### src/rtl/board_mem.sv
// rtl/board_mem.sv - 10x20 Tetris playfield storage with line-clear engine
//
// Purpose:
//   Holds the playfield as ROWS registers of COLS bits (row[y][x], y=0 top).
//   Serves two zero-latency read ports and one write port. On a clear_start
//   pulse it scans from the bottom row upward, removing every full row.
//   A removed row is dropped by shifting everything above it down one row.
//   It then reports how many rows it removed.
//
// Ports:
//   CLOCK_50       system clock
//   resetn         synchronous active-low reset
//   board_we       cell write enable (one cell per cycle, idle only)
//   board_wx/wy    write column/row
//   board_wdata    value written (1 = occupied)
//   board_rx/ry    game read column/row
//   board_rdata    occupancy at (board_rx, board_ry); 1 when out of range
//   vga_x/vga_y    painter read column/row
//   vga_cell       occupancy at (vga_x, vga_y); 0 when out of range
//   clear_start    1-cycle pulse starting a line-clear pass
//   clear_busy     high during scan/shift
//   clear_done     1-cycle pulse when the pass completes
//   lines_cleared  rows removed by the last completed pass

module board_mem #(
  parameter int COLS = 10,
  parameter int ROWS = 20
) (
  input  logic       CLOCK_50,
  input  logic       resetn,
  input  logic       board_we,
  input  logic [3:0] board_wx,
  input  logic [4:0] board_wy,
  input  logic       board_wdata,
  input  logic [3:0] board_rx,
  input  logic [4:0] board_ry,
  output logic       board_rdata,
  input  logic [3:0] vga_x,
  input  logic [4:0] vga_y,
  output logic       vga_cell,
  input  logic       clear_start,
  output logic       clear_busy,
  output logic       clear_done,
  output logic [4:0] lines_cleared
);

  typedef enum logic [1:0] {
    C_IDLE,
    C_SCAN,
    C_SHIFT,
    C_DONE
  } state_t;

  localparam logic [3:0] X_LIM = 4'(COLS);
  localparam logic [4:0] Y_LIM = 5'(ROWS);
  localparam logic [4:0] R_TOP = 5'(ROWS - 1);

  state_t          state;
  state_t          state_next;
  logic [COLS-1:0] rows [ROWS];
  logic [4:0]      r;
  logic [4:0]      cnt;
  logic            row_full;
  logic            wr_ok;
  logic            game_in_range;
  logic            vga_in_range;

  // r never leaves 0..ROWS-1, so this index is always valid.
  assign row_full = &rows[r];

  assign wr_ok = board_we && (board_wx < X_LIM) && (board_wy < Y_LIM)
                 && (state == C_IDLE);

  // Out-of-range game reads return 1 so the piece logic sees walls and floor;
  // the painter just sees empty space.
  assign game_in_range = (board_rx < X_LIM) && (board_ry < Y_LIM);
  assign vga_in_range  = (vga_x < X_LIM) && (vga_y < Y_LIM);

  always_comb begin
    board_rdata = 1'b1;
    if (game_in_range) begin
      board_rdata = rows[board_ry][board_rx];
    end
  end

  always_comb begin
    vga_cell = 1'b0;
    if (vga_in_range) begin
      vga_cell = rows[vga_y][vga_x];
    end
  end

  always_ff @(posedge CLOCK_50) begin
    if (!resetn) begin
      state <= C_IDLE;
    end else begin
      state <= state_next;
    end
  end

  always_comb begin
    state_next = state;
    clear_busy = 1'b0;
    clear_done = 1'b0;
    case (state)
      C_IDLE: begin
        if (clear_start) begin
          state_next = C_SCAN;
        end
      end
      C_SCAN: begin
        clear_busy = 1'b1;
        if (row_full) begin
          state_next = C_SHIFT;
        end else if (r == 5'd0) begin
          state_next = C_DONE;
        end
      end
      C_SHIFT: begin
        clear_busy = 1'b1;
        state_next = C_SCAN;
      end
      C_DONE: begin
        clear_done = 1'b1;
        state_next = C_IDLE;
      end
      default: begin
        state_next = C_IDLE;
      end
    endcase
  end

  always_ff @(posedge CLOCK_50) begin
    if (!resetn) begin
      for (logic [4:0] y = 5'd0; y < Y_LIM; y++) begin
        rows[y] <= '0;
      end
      r             <= 5'd0;
      cnt           <= 5'd0;
      lines_cleared <= 5'd0;
    end else begin
      case (state)
        C_IDLE: begin
          // A write alongside clear_start lands before the first scan cycle.
          if (wr_ok) begin
            rows[board_wy][board_wx] <= board_wdata;
          end
          if (clear_start) begin
            r   <= R_TOP;
            cnt <= 5'd0;
          end
        end
        C_SCAN: begin
          if (!row_full && (r != 5'd0)) begin
            r <= r - 5'd1;
          end
        end
        C_SHIFT: begin
          // Drop every row at or above r by one; r stays put so the row
          // that just fell into it gets scanned next.
          for (logic [4:0] y = 5'd1; y < Y_LIM; y++) begin
            if (y <= r) begin
              rows[y] <= rows[y - 5'd1];
            end
          end
          rows[0] <= '0;
          cnt     <= cnt + 5'd1;
        end
        C_DONE: begin
          lines_cleared <= cnt;
        end
        default: begin
        end
      endcase
    end
  end

endmodule
### config.mk
export PLATFORM = sky130hd
export DESIGN_NAME = board_mem
export DESIGN_NICKNAME = d
export VERILOG_FILES = /design/src/rtl/board_mem.sv
export SDC_FILE = /design/constraint.sdc
export NUM_CORES = 1
export LEC_CHECK = 0
export ABC_AREA = 1
export BUFFER_PORTS_ARGS = -buffer_cell sky130_fd_sc_hd__buf_2
export CAP_MARGIN = 0
export CORE_ASPECT_RATIO = 1.2
export CORE_MARGIN = 2
export CORE_UTILIZATION = 25
export CTS_CLUSTER_DIAMETER = 50
export DETAILED_ROUTE_END_ITERATION = 16
export PLACE_DENSITY = 0.35
export SLEW_MARGIN = 20
export SYNTH_ARGS = -nofsm -noshare
export SYNTH_HDL_FRONTEND = slang
export SYNTH_SLANG_ARGS = --single-unit
export TNS_END_PERCENT = 1
### constraint.sdc
create_clock -name CLOCK_50 -period 2.35 [get_ports CLOCK_50]
set_input_delay 0.3525 -clock CLOCK_50 [delete_from_list [all_inputs] [get_ports CLOCK_50]]
set_output_delay 0.3525 -clock CLOCK_50 [all_outputs]
set_load 0.02 [all_outputs]
==> metrics.txt <==
Max-cap violations 0; synth cell count leaders nand2_1 (746), o21ai_0 (531), nand3_1 (336); routability cong. 0.9543; fin nets 3635; Worst setup EP type output pin; Post-Syn Area per Cell 7.341 um^2; Min Hold Slack 177.2 ps; vias 24710; R2R setup slack -110 ps; Buf/Inv on CP 2; Data arrival, critical path 2590 ps; Stages on worst setup path 10; Pwr per Cell Area 794.0 nW/um^2; Worst Setup EP board_rdata; WL/cell 24.06 um; Synth area leader edfxtp_1; asr flop ratio synth 0; Area Overhead vs Synth 35.85%; hold path depth 6; crit share post-route 1.251; core box area 89490 um^2; Final Skew 29.39 ps; Main synth FF type edfxtp_1; Hold WC Path Type input port to flop; most frequent cell after synthesis nand2_1; Distinct cells, synth 44; Synth Warn # 0; total gr overflow 0; Die Height 333.5 um; LEAKAGE 12.65 nW; Antenna Nets Post-Route 0; initial core utilization 0.2527; Via-to-Cell Ratio 5.141; status complete, but fails checks; Rows 120; startpoint types flop; final setup vio count 13; Synth Instances 3081; CP dominant cell by count nand2_1; total track usage 0.2460; final worst slack -589.3 ps; DRC Markers 0; Fill cells 9623; die area 92900 um^2; worst r2r path cells 16; failing checks negative setup slack; pre-CTS WS -694.8 ps; CP top delay family compound AO/OA/AOI/OAI gates; actual slew at the worst max-slew pin 798.9 ps; clock root buffer clkbuf_16; cts bufs inserted 69; Antenna diodes 0; worst-path cell chain o21ai_0 > o21ai_1 > buf_4 > nand2_1 > nand2_1 > o22ai_2 > a31oi_1 > a21oi_1 > nand2_2 > buf_6; Total Wirelength 115.7 mm; max-slew violation count 0; drt initial violations 2421; Die X-Extent 278.6 um; initial antenna violation count 1; Post-synth EDFFs 320; first-pass GRT wire length 166.5 mm; DR pass1 iterations 6; CP max FO 3; Crit path required time 2000 ps; IO Pins 41; vias in the first global route 24050; CTS HTree Levels 3; Max Fclk 340.2 MHz; area share of the largest cell type after synthesis 0.4249; top cells by area, synth edfxtp_1 (42%), nand2_1 (12%), o21ai_0 (12%); Rel. slew slack 0.4655; Final Hold Viols 0; Detail Placement HPWL 85.97 mm; Worst Setup SP rows[8][9]; final total power 0.02440 W; Synth Register Bits 342; clk_lat worst skew 620 ps; share of cells above drive strength 1 0.2026; worst stage delay on the critical path 510 ps; largest net degree at the start of global routing 136; unrepaired setup endpoints after global routing true; Clock Pin Slew Worst Setup and Hold Paths 50 ps; Final min period 2939 ps; Seq/Total Area, Yosys 0.4443; IO buf count 40; CTS tree built; Crit-path slowest cell edfxtp_1; mapped cell area 22620 um^2; peak supply drop 0.4942 mV; critical path class flop to output pin; Clock Sinks 342; Clock Tree Buf Depth 3
==> cell usage in the layout (no fill, tap or decap), types with 57 or more instances in the layout <==
cell,instances
nand2_1,734
o21ai_0,490
buf_4,424
nand3_1,321
edfxtp_1,320
nor2_1,227
a21oi_1,199
inv_1,198
conb_1,120
clkbuf_16,72
nand4_1,64
o211ai_1,60
o21ai_1,57
==> final cells by class <==
class	instances	area, um^2	area share
sequential	342	10050	0.3272
inverter	234	903.4	0.02940
tap	1159	1450	0.04720
clock buffer	78	1813	0.05901
timing repair buffer	512	4388	0.1428
clock inverter	48	520.5	0.01694
multi-input combinational	2434	11600	0.3774
==> what timing repair did <==
action                                  CTS  global route
gates resized for setup                  78            61
setup buffers                            24            14
endpoints found under the setup margin   25           237
pin swaps                                24            24
hold buffers                              0             0
==> per-stage QoR <==
stage	std cells	instance area, um^2	setup TNS (ps)	util
floorplan	3200	23060	0	-
detailed placement	4647	27800	-6748	0.3106
global placement	4647	27800	-5984	0.3106
CTS	4795	30480	-5779	0.3406
finish	4807	30730	-2079	0.3434
global route	4807	30730	-4848	0.3434
==> tightest hold or removal path, cell delays in order <==
cell	delay (ps)
buf_2	90
nand2_1	60
inv_1	80
nor2_1	60
nand2_1	60
a21oi_1	50
==> logic make-up (layout without fill, tap and decap cells) <==
group           count (synthesis)  after routing  synth area share
buf+inv                       424            872           0.07601
compound gates                869            869            0.2036
fa+ha+maj                      10             10          0.005532
other cells                     1            120         0.0001658
flops                         342            342            0.4443
simple gates                 1434           1434            0.2700
xor+xnor                        1              1         0.0003873
==> worst min-delay path by stage <==
stage                      from                to  slack, ps
global route        clear_start            cnt[1]        220
floorplan                cnt[4]  lines_cleared[4]        450
CTS                 clear_start            cnt[1]        140
global placement         cnt[1]            cnt[1]        470
finish              clear_start            cnt[1]        180
detailed placement       cnt[4]  lines_cleared[4]        480
==> registers in the layout, summed over array words and instances (netlist names), named ones only <==
| signal | count |
|---|---|
| lines_cleared | 5 |
| state | 2 |
| rows | 320 |
| cnt | 5 |
| r | 5 |
==> report_power, final <==
| part | switching, W | total (W) | internal, W |
|---|---|---|---|
| Clock | 0.00375 | 0.0101 | 0.00638 |
| Combinational | 0.00384 | 0.00606 | 0.00222 |
| Sequential | 0.000792 | 0.00820 | 0.00741 |
==> layer usage <==
layer,vias up,global-route usage,share of wire
li1,11690,-,-
met1,11960,0.2955,0.40
met2,871,0.4363,0.50
met3,199,0.02900,0.054
met4,0,0.1154,0.047
met5,-,0,0
Note: power is estimated with default switching activity, not from simulation.
